File: config.mk
export PLATFORM = sky130hd
export DESIGN_NAME = mole_scheduler
export DESIGN_NICKNAME = d
export VERILOG_FILES = /design/src/rtl/mole_game_pkg.sv /design/src/rtl/mole_lfsr.sv /design/src/rtl/mole_scheduler.sv
export SDC_FILE = /design/constraint.sdc
export NUM_CORES = 1
export LEC_CHECK = 0
export ABC_AREA = 1
export CAP_MARGIN = 5
export CELL_PAD_IN_SITES_DETAIL_PLACEMENT = 2
export CELL_PAD_IN_SITES_GLOBAL_PLACEMENT = 2
export CORE_MARGIN = 4
export CORE_UTILIZATION = 29
export DETAILED_ROUTE_END_ITERATION = 12
export DONT_BUFFER_PORTS = 1
export GPL_TIMING_DRIVEN = 0
export PLACE_DENSITY_LB_ADDON = 0.1
export SETUP_SLACK_MARGIN = 0.15
export SLEW_MARGIN = 20
export SYNTH_ARGS = -nofsm -noshare
export SYNTH_HDL_FRONTEND = slang
export SYNTH_SLANG_ARGS = --single-unit
File: constraint.sdc
create_clock -name clk -period 2.1 [get_ports clk]
set_clock_uncertainty 0.05 [all_clocks]
set_input_delay 0.21 -clock clk [delete_from_list [all_inputs] [get_ports clk]]
set_output_delay 0.21 -clock clk [all_outputs]
set_load 0.01 [all_outputs]
File: src/rtl/mole_game_pkg.sv
// Shared types and helpers for the whack-a-mole game sequencer.
package mole_game_pkg;

    typedef enum logic [2:0] {
        ST_IDLE = 3'd0,
        ST_GAP  = 3'd1,
        ST_UP   = 3'd2,
        ST_HIT  = 3'd3,
        ST_OVER = 3'd4
    } state_e;

    localparam logic [2:0] NO_HOLE   = 3'd7;
    localparam int         NUM_HOLES = 5;

    // Fibonacci taps 8,6,5,4 expressed as bit positions 7,5,4,3.
    localparam logic [7:0] LFSR_TAPS = 8'b1011_1000;

    // Reduce a 3-bit value into 0..4 (5->0, 6->1, 7->2).
    function automatic logic [2:0] fold_hole(input logic [2:0] v);
        logic [2:0] r;
        if (v >= 3'(NUM_HOLES)) begin
            r = v - 3'(NUM_HOLES);
        end else begin
            r = v;
        end
        return r;
    endfunction

    // (h + 1) mod 5 for a hole already in 0..4.
    function automatic logic [2:0] next_hole(input logic [2:0] h);
        logic [2:0] r;
        if (h == 3'(NUM_HOLES - 1)) begin
            r = 3'd0;
        end else begin
            r = h + 3'd1;
        end
        return r;
    endfunction

endpackage

File: src/rtl/mole_lfsr.sv
// 8-bit Fibonacci LFSR producing a pseudo-random hole index in 0..4.
module mole_lfsr
    import mole_game_pkg::*;
#(
    parameter logic [7:0] SEED = 8'hA5
) (
    input  logic       clk,
    input  logic       rst,
    input  logic       en_i,
    output logic [2:0] hole_o
);

    logic [7:0] lfsr_q;
    logic [7:0] lfsr_d;
    logic       fb_s;

    // Next LFSR value: shift left, feed the XOR of the tapped bits into bit 0.
    always_comb begin
        fb_s = ^(lfsr_q & LFSR_TAPS);
        if (en_i) begin
            lfsr_d = {lfsr_q[6:0], fb_s};
        end else begin
            lfsr_d = lfsr_q;
        end
    end

    // LFSR state register, reloaded with the seed on reset.
    always_ff @(posedge clk or posedge rst) begin
        if (rst) begin
            lfsr_q <= SEED;
        end else begin
            lfsr_q <= lfsr_d;
        end
    end

    assign hole_o = fold_hole(lfsr_q[2:0]);

endmodule

File: src/rtl/mole_scheduler.sv
// Whack-a-mole sequencer: picks the mole hole, times show/gap/hit phases in
// video frames, scores hits and ends the game after too many misses.
module mole_scheduler
    import mole_game_pkg::*;
#(
    parameter int unsigned SHOW_FRAMES = 60,
    parameter int unsigned GAP_FRAMES  = 30,
    parameter int unsigned HIT_FRAMES  = 15,
    parameter int unsigned MAX_MISSES  = 5,
    parameter logic [7:0]  LFSR_SEED   = 8'hA5
) (
    input  logic       clk,
    input  logic       rst,
    input  logic       tick_frame,
    input  logic       start,
    input  logic       whack_valid,
    input  logic [2:0] whack_hole,
    output logic [2:0] oval_select,
    output logic       mole_up,
    output logic       hit_flash,
    output logic [7:0] score,
    output logic [2:0] misses,
    output logic       game_over
);

    localparam int unsigned MAX_SG = (SHOW_FRAMES > GAP_FRAMES) ? SHOW_FRAMES : GAP_FRAMES;
    localparam int unsigned MAX_F  = (MAX_SG > HIT_FRAMES) ? MAX_SG : HIT_FRAMES;
    localparam int unsigned CNT_W  = $clog2(MAX_F + 1);

    state_e             state_q, state_d;
    logic [CNT_W-1:0]   cnt_q, cnt_d;
    logic [2:0]         oval_q, oval_d;
    logic               mole_q, mole_d;
    logic               hit_q, hit_d;
    logic [7:0]         score_q, score_d;
    logic [2:0]         misses_q, misses_d;
    logic               over_q, over_d;
    logic [2:0]         prev_q, prev_d;

    logic [2:0]         cand_s;
    logic [2:0]         pick_s;
    logic               expire_s;
    logic               hit_s;

    mole_lfsr #(
        .SEED (LFSR_SEED)
    ) u_lfsr (
        .clk    (clk),
        .rst    (rst),
        .en_i   (1'b1),
        .hole_o (cand_s)
    );

    // Hole choice and phase-expiry / hit qualifiers.
    always_comb begin
        if (cand_s == prev_q) begin
            pick_s = next_hole(cand_s);
        end else begin
            pick_s = cand_s;
        end
        expire_s = tick_frame && (cnt_q == CNT_W'(1));
        hit_s    = whack_valid && (whack_hole == oval_q);
    end

    // Next-state, counter, display and score logic.
    always_comb begin
        state_d  = state_q;
        cnt_d    = cnt_q;
        oval_d   = oval_q;
        mole_d   = mole_q;
        hit_d    = hit_q;
        score_d  = score_q;
        misses_d = misses_q;
        over_d   = over_q;
        prev_d   = prev_q;

        if (tick_frame && (cnt_q != CNT_W'(0))) begin
            cnt_d = cnt_q - CNT_W'(1);
        end else begin
            cnt_d = cnt_q;
        end

        case (state_q)
            ST_IDLE: begin
                oval_d = NO_HOLE;
                if (start) begin
                    state_d = ST_GAP;
                    cnt_d   = CNT_W'(GAP_FRAMES);
                end else begin
                    state_d = ST_IDLE;
                end
            end
            ST_GAP: begin
                oval_d = NO_HOLE;
                if (expire_s) begin
                    state_d = ST_UP;
                    cnt_d   = CNT_W'(SHOW_FRAMES);
                    mole_d  = 1'b1;
                    oval_d  = pick_s;
                    prev_d  = pick_s;
                end else begin
                    state_d = ST_GAP;
                end
            end
            ST_UP: begin
                // A matching strike wins over a simultaneous expiry.
                if (hit_s) begin
                    state_d = ST_HIT;
                    cnt_d   = CNT_W'(HIT_FRAMES);
                    mole_d  = 1'b0;
                    hit_d   = 1'b1;
                    if (score_q == 8'd255) begin
                        score_d = 8'd255;
                    end else begin
                        score_d = score_q + 8'd1;
                    end
                end else if (expire_s) begin
                    misses_d = misses_q + 3'd1;
                    mole_d   = 1'b0;
                    oval_d   = NO_HOLE;
                    if ((misses_q + 3'd1) == 3'(MAX_MISSES)) begin
                        state_d = ST_OVER;
                        over_d  = 1'b1;
                    end else begin
                        state_d = ST_GAP;
                        cnt_d   = CNT_W'(GAP_FRAMES);
                    end
                end else begin
                    state_d = ST_UP;
                end
            end
            ST_HIT: begin
                if (expire_s) begin
                    state_d = ST_GAP;
                    cnt_d   = CNT_W'(GAP_FRAMES);
                    hit_d   = 1'b0;
                    oval_d  = NO_HOLE;
                end else begin
                    state_d = ST_HIT;
                end
            end
            ST_OVER: begin
                over_d = 1'b1;
                oval_d = NO_HOLE;
                if (start) begin
                    state_d  = ST_GAP;
                    cnt_d    = CNT_W'(GAP_FRAMES);
                    score_d  = 8'd0;
                    misses_d = 3'd0;
                    over_d   = 1'b0;
                    prev_d   = NO_HOLE;
                end else begin
                    state_d = ST_OVER;
                end
            end
            default: begin
                state_d  = ST_IDLE;
                cnt_d    = CNT_W'(0);
                oval_d   = NO_HOLE;
                mole_d   = 1'b0;
                hit_d    = 1'b0;
                over_d   = 1'b0;
                prev_d   = NO_HOLE;
            end
        endcase
    end

    // State and registered-output flops.
    always_ff @(posedge clk or posedge rst) begin
        if (rst) begin
            state_q  <= ST_IDLE;
            cnt_q    <= CNT_W'(0);
            oval_q   <= NO_HOLE;
            mole_q   <= 1'b0;
            hit_q    <= 1'b0;
            score_q  <= 8'd0;
            misses_q <= 3'd0;
            over_q   <= 1'b0;
            prev_q   <= NO_HOLE;
        end else begin
            state_q  <= state_d;
            cnt_q    <= cnt_d;
            oval_q   <= oval_d;
            mole_q   <= mole_d;
            hit_q    <= hit_d;
            score_q  <= score_d;
            misses_q <= misses_d;
            over_q   <= over_d;
            prev_q   <= prev_d;
        end
    end

    assign oval_select = oval_q;
    assign mole_up     = mole_q;
    assign hit_flash   = hit_q;
    assign score       = score_q;
    assign misses      = misses_q;
    assign game_over   = over_q;

endmodule

======== After elaboration in Yosys (flattened, before gate mapping) ========
Index checks and enable logic that the tools add are counted.
storage, ports and cells
  bits in registers ....................... 37
  input port bits ......................... 8
  word-level logic and storage cells ...... 101
cells by class
  $add $sub $neg .......................... 5
  $lt $le $gt $ge ......................... 1
  muxes and demuxes ....................... 45
  reductions and logical operators ........ 18
  equal/unequal tests ..................... 18
  bitwise logic cells ..................... 4
operators by type and width
  operator                                             count
  two-way mux 3 bit                                    15
  two-way mux 6 bit                                    7
  two-way mux 8 bit                                    3
  one-hot mux 6 bit (4 select lines)                   1
  one-hot mux 3 bit (3 select lines)                   2
  one-hot mux 8 bit (2 select lines)                   1
  one-hot mux 3 bit (5 select lines)                   1
  != test 2 bit, second input constant                 7
  AND reduction 3 bit                                  4
  OR reduction 3 bit                                   4
  equality test 3 bit, second input constant           3
  two-way mux 1 bit                                    9
  one-hot mux 1 bit (3 select lines)                   3
  adder 8 x 1 -> 8 bit, second input constant          1
  equality test 8 bit, second input constant           1
  AND reduction 4 bit                                  2
  parity 8 bit                                         1
  adder 3 x 1 -> 3 bit, second input constant          2
  equality test 3 x 2 -> 1 bit, second input constant  2
  equality test 3 bit                                  2
  equality test 6 x 1 -> 1 bit, second input constant  1
  one-hot mux 3 bit (2 select lines)                   1
  nonzero test 6 bit                                   1
  subtractor 6 x 1 -> 6 bit, second input constant     1
  10 further kinds                                     16

======== Logic depth before layout (Yosys ltp) ========
  word-level depth ........................ 7
  depth in mapped cells ................... 16

======== Modules after synthesis ========
From an unflattened synthesis, not the netlist that was laid out.
unflattened totals
  cells, all modules ...................... 335
  area, all modules ....................... 2394.8 µm²
modules (own cells, without submodules)
  module          area each (µm²)  instances  sequential area each (µm²)  cells an instance
  mole_scheduler  1955.6           1          733.2                       279
  mole_lfsr       439.2            1          205.2                       56

======== Worst setup path before layout ========
No wires, ideal clock.
  path type ............................... register to register
  start point ............................. register u_lfsr.lfsr_q[0]
  end point ............................... register oval_q[2], in the netlist oval_select[2]
  stages on the path, launching flop included .. 14
  arrival ................................. 1755 ps
  clock period less this slack ............ 1863 ps
  slack ................................... 237 ps
  cells stage by stage .................... dfstp_2 > inv_2 > ha_1 > nand3b_1 > nand2_2 > inv_1 > ha_1 > inv_1 > nor2_1 > nor2_1 > nand3_1 > nand3_2 > nand2_1 > inv_1
on the way
  longest elaborated chain between the ends .. 7
  elaborated cells on any way between the ends .. 10
  those cells by class .................... 2 x add/sub; 1 x order compare; 2 x eq/ne; 5 x mux
ends and longest elaborated chain
  what                                                                   line                                      text
  from (decl)                                                            mole_lfsr.sv:13                           logic [7:0] lfsr_q;
  from (signal assigned)                                                 mole_lfsr.sv:32                           lfsr_q <= lfsr_d;
  subtractor 3 bit or greater-or-equal comparator 3 bit (tied branches)  mole_game_pkg.sv:22, mole_game_pkg.sv:21
  two-way mux 3 bit (*)                                                  mole_game_pkg.sv:21                       if (v >= 3'(NUM_HOLES)) begin
  adder 3 x 1 -> 3 bit or equality test 3 bit (tied branches)            mole_game_pkg.sv:35, mole_game_pkg.sv:32
  two-way mux 3 bit                                                      mole_game_pkg.sv:32                       if (h == 3'(NUM_HOLES - 1)) begin
  two-way mux 3 bit (*)                                                  mole_scheduler.sv:56                      if (cand_s == prev_q) begin
  two-way mux 3 bit (*)                                                  mole_scheduler.sv:95                      if (expire_s) begin
  one-hot mux 3 bit (3 select lines) (*)                                 mole_scheduler.sv:83                      case (state_q)
  to (signal assigned)                                                   mole_scheduler.sv:183                     oval_q <= oval_d;
  to (decl)                                                              mole_scheduler.sv:32                      logic [2:0] oval_q, oval_d;
Every way passes the cells marked *; elsewhere a longest branch is shown, timed or not.
A chain may end at the register's enable or synchronous reset.

======== Final worst setup path ========
  start point ............................. register u_lfsr.lfsr_q[0]
  end point ............................... register oval_q[0], in the netlist oval_select[0]
The elaborated chain is that of the path after synthesis.

==> impl_metrics.tcl <==
set metrics [dict create \
    ys_warn_count 0 \
    post-dp-hpwl_microns 4580 \
    place_worst_setup_slack_ps 13.9 \
    nets 319 \
    wl_per_cell_microns 14.8 \
    first_iter_violations 42 \
    crit_family "simple AND/OR/NAND/NOR gates" \
    wirelength_microns 5960 \
    cts_buffers 5 \
    drc 0 \
    grt_first_pass_wirelength_microns 10300 \
    first_pass_iters 5 \
    swShare_pct 37.3 \
    ir_drop_v 0.000236 \
    initial_core_util_pct 30.4 \
    syn_area_sq_um 2240 \
    place.gp.congestion 0.757 \
    ys_seq_area_share_pct 41.9 \
    crit_buf_inv 3 \
    die-width_microns 95.9 \
    fin_crit_sh_pct 93.5 \
    p_seq_share_pct 47.3 \
    synth_cells 288 \
    worst_path_max_delay_cell "dfstp_2" \
    yosys_register_bits 37 \
    slew_headroom_pct 72.3 \
    die-area_sq_um 9200 \
    comb_power_share_pct 28.3 \
    rows 31 \
    status "complete, no violations" \
    powerDensity_nw_per_um2 783 \
    cap_violations 0 \
    hp-class "primary input to flop" \
    grt_max_degree 26 \
    rsz0062_at_grt "true" \
    layout_setup_ws_ps 136 \
    port_buffers 0 \
    ant_nets 0 \
    grt.total_usage_pct 14.5 \
    cts_buffer_depth 2 \
    clkSlewWorstSetupHoldPaths_ps 70 \
    regArea_sq_um 938 \
    grt-ovfl-total 0 \
    p_leak_nw 1.26 \
    cp.required_ps 2280 \
    grt_pass1_vias 2103 \
    yosys.area.top_type "dfrtp_1" \
    tightest_slew_ps 415 \
    multi_input_area_sq_um 1160 \
    antenna_found_initial 0 \
    crit_chain "inv_2 -> ha_4 -> nand3b_1 -> nand2_4 -> buf_4 -> nand2_1 -> nand2_2 -> nand2_2 -> nand2_1 -> nand3_2 -> nand2_1 -> inv_1" \
    crit_top_cell "nand2_1" \
    start_kind "flop" \
    worst-setup-path-type "flop to flop" \
    final.setup.tns_ps 0 \
    syn-num-nets 305 \
    viasPerCell 4.65 \
    diodes 0 \
    crit_fanout 4 \
    drive_gt1_share_pct 22.8 \
    yosysUniqueCellTypes 32 \
    p_switching_mw 0.757 \
    cts.sinks 37 \
    syn_area_per_cell_sq_um 7.79 \
    die_h_microns 95.9 \
    fill_cells 881 \
    h-tree-depth 2 \
    p_int_mw 1.27 \
    min_period_ps 1960 \
    setup_viol 0 \
    synth_top_cell_area_share_pct 30.1 \
    clkPwrFrac_pct 24.4 \
    area_growth_pct 15.6 \
    end_kind "flop" \
    max_stage_delay_ps 580 \
    arrival_ps 2150 \
    finalHoldViolCount 0 \
    cts_tree "done" \
    core_area_sq_um 7370 \
    vias 1871 \
    fmax_ghz 0.509 \
    cts.root.buffer_cell "clkbuf_8" \
    drv_slew 0 \
    worstSkewPairLatency_ps 290 \
    netlist_top_cells_area "dfrtp_1, dfstp_2, nand2_1" \
    io_pins 25 \
]
[layout make-up]
type | instances | area share (%)
Multi-Input combinational cell | 194 | 44.7
Timing Repair Buffer | 7 | 2.61
Buffer | 1 | 0.435
Inverter | 56 | 8.21
Sequential cell | 37 | 36.2
Clock buffer | 8 | 3.09
Tap cell | 99 | 4.78
[power groups by stage]
stage,clock (mW),sequential [mW],combinational (mW)
floorplan,0,0.939,0.448
global placement,0,0.973,0.555
detailed placement,0,0.977,0.581
CTS,0.529,0.963,0.589
global route,0.557,0.980,0.674
finish,0.495,0.960,0.574
[Yosys cell counts (all sizes together)]
cell type,instances
buf,1
nand2,69
nor3b,1
o22ai,4
nor3,3
xor2,7
dfstp,10
dfrtp,27
a22oi,1
nand3b,1
inv,56
o21ai,26
xnor2,4
o31ai,2
a31oi,2
ha,9
a21oi,5
nand4,1
nor2,36
nand3,20
or2,3
[sequential cells by signal, summed over array words and instances (netlist names)]
signal	cells
score	8
u_lfsr.lfsr_q	8
cnt_q	6
misses	3
oval_select	3
prev_q	3
state_q	3
game_over	1
hit_flash	1
mole_up	1
[worst reg2reg max path, delay by kind of cell, from the launching register on]
family,cells,cell delay (ps)
buf+inv,3,220
flops,1,580
fa+ha+maj,1,200
simple gates,8,850
[worst paths after layout]
kind | startpoint | to | slack (ps) | depth (start not counted)
setup reg to reg | u_lfsr.lfsr_q[0] | oval_select[0] | 140 | 12
setup / recovery | u_lfsr.lfsr_q[0] | oval_select[0] | 140 | 12
max in group asynchronous | rst | prev_q[1] | 1190 | 3
min in group asynchronous | rst | score[5] | 280 | 2
hold reg to reg | u_lfsr.lfsr_q[6] | u_lfsr.lfsr_q[7] | 300 | 0
hold / removal | start | cnt_q[0] | 170 | 3
[layer usage]
layer	vias up	part of all wire, %	track usage, %	wire (microns)
li1	926	-	-	-
met1	915	46	17.9	2720
met2	25	49	25.1	2930
met3	5	4.1	3.36	243
met4	0	1.1	4.62	66
met5	-	0	0	0
[cell usage in the layout (no fill, tap or decap), types with 2 or more instances in the layout]
master     n
xor2_1     7
o31ai_1    2
inv_2     13
nor2_1    30
ha_1       5
or2_1      2
nand3_2    6
nand2_4    3
nand2_2   11
a31oi_1    2
o21ai_1   13
ha_4       4
nor2_4     2
clkbuf_1   3
o21ai_0   12
a21oi_1    5
o22ai_1    4
dfrtp_1   27
nand2_1   55
xnor2_1    4
nor3_1     2
nand3_1   14
inv_1     42
buf_4      5
dfstp_2   10
nor2_2     3
clkbuf_8   5
[metrics by stage]
step                      std cells  hold slack, ps  total power [mW]  area (sq um)  utilization (%)
after floorplan                 288             283              1.39          2240                -
after global placement          387             288              1.53          2370             32.1
after detailed placement        388            25.8              1.56          2390             32.4
after CTS                       402             167              2.08          2570             34.9
after global routing            402             204              2.21          2590             35.2
final                           402             169              2.03          2590             35.2
[timing repair]
action / 4_1_cts / 5_1_grt
setup endpoints to repair: 4 / 10
cloned: 0 / 0
resized for setup: 15 / 6
pin swaps: 11 / 7
hold buffers: 1 / 0
hold endpoints to repair: 12 / 0
buffers inserted: 5 / 0
[cell families after synthesis]
family                     share of synthesized area [%]
adders and majority gates                           5.02
AOI/OAI and AO/OA                                   9.77
xor gates and xnor gates                            4.30
buffers and inverters                               9.88
DFF                                                 41.9
and+or+nand+nor                                     29.2
(Power assumes the default switching activity.)
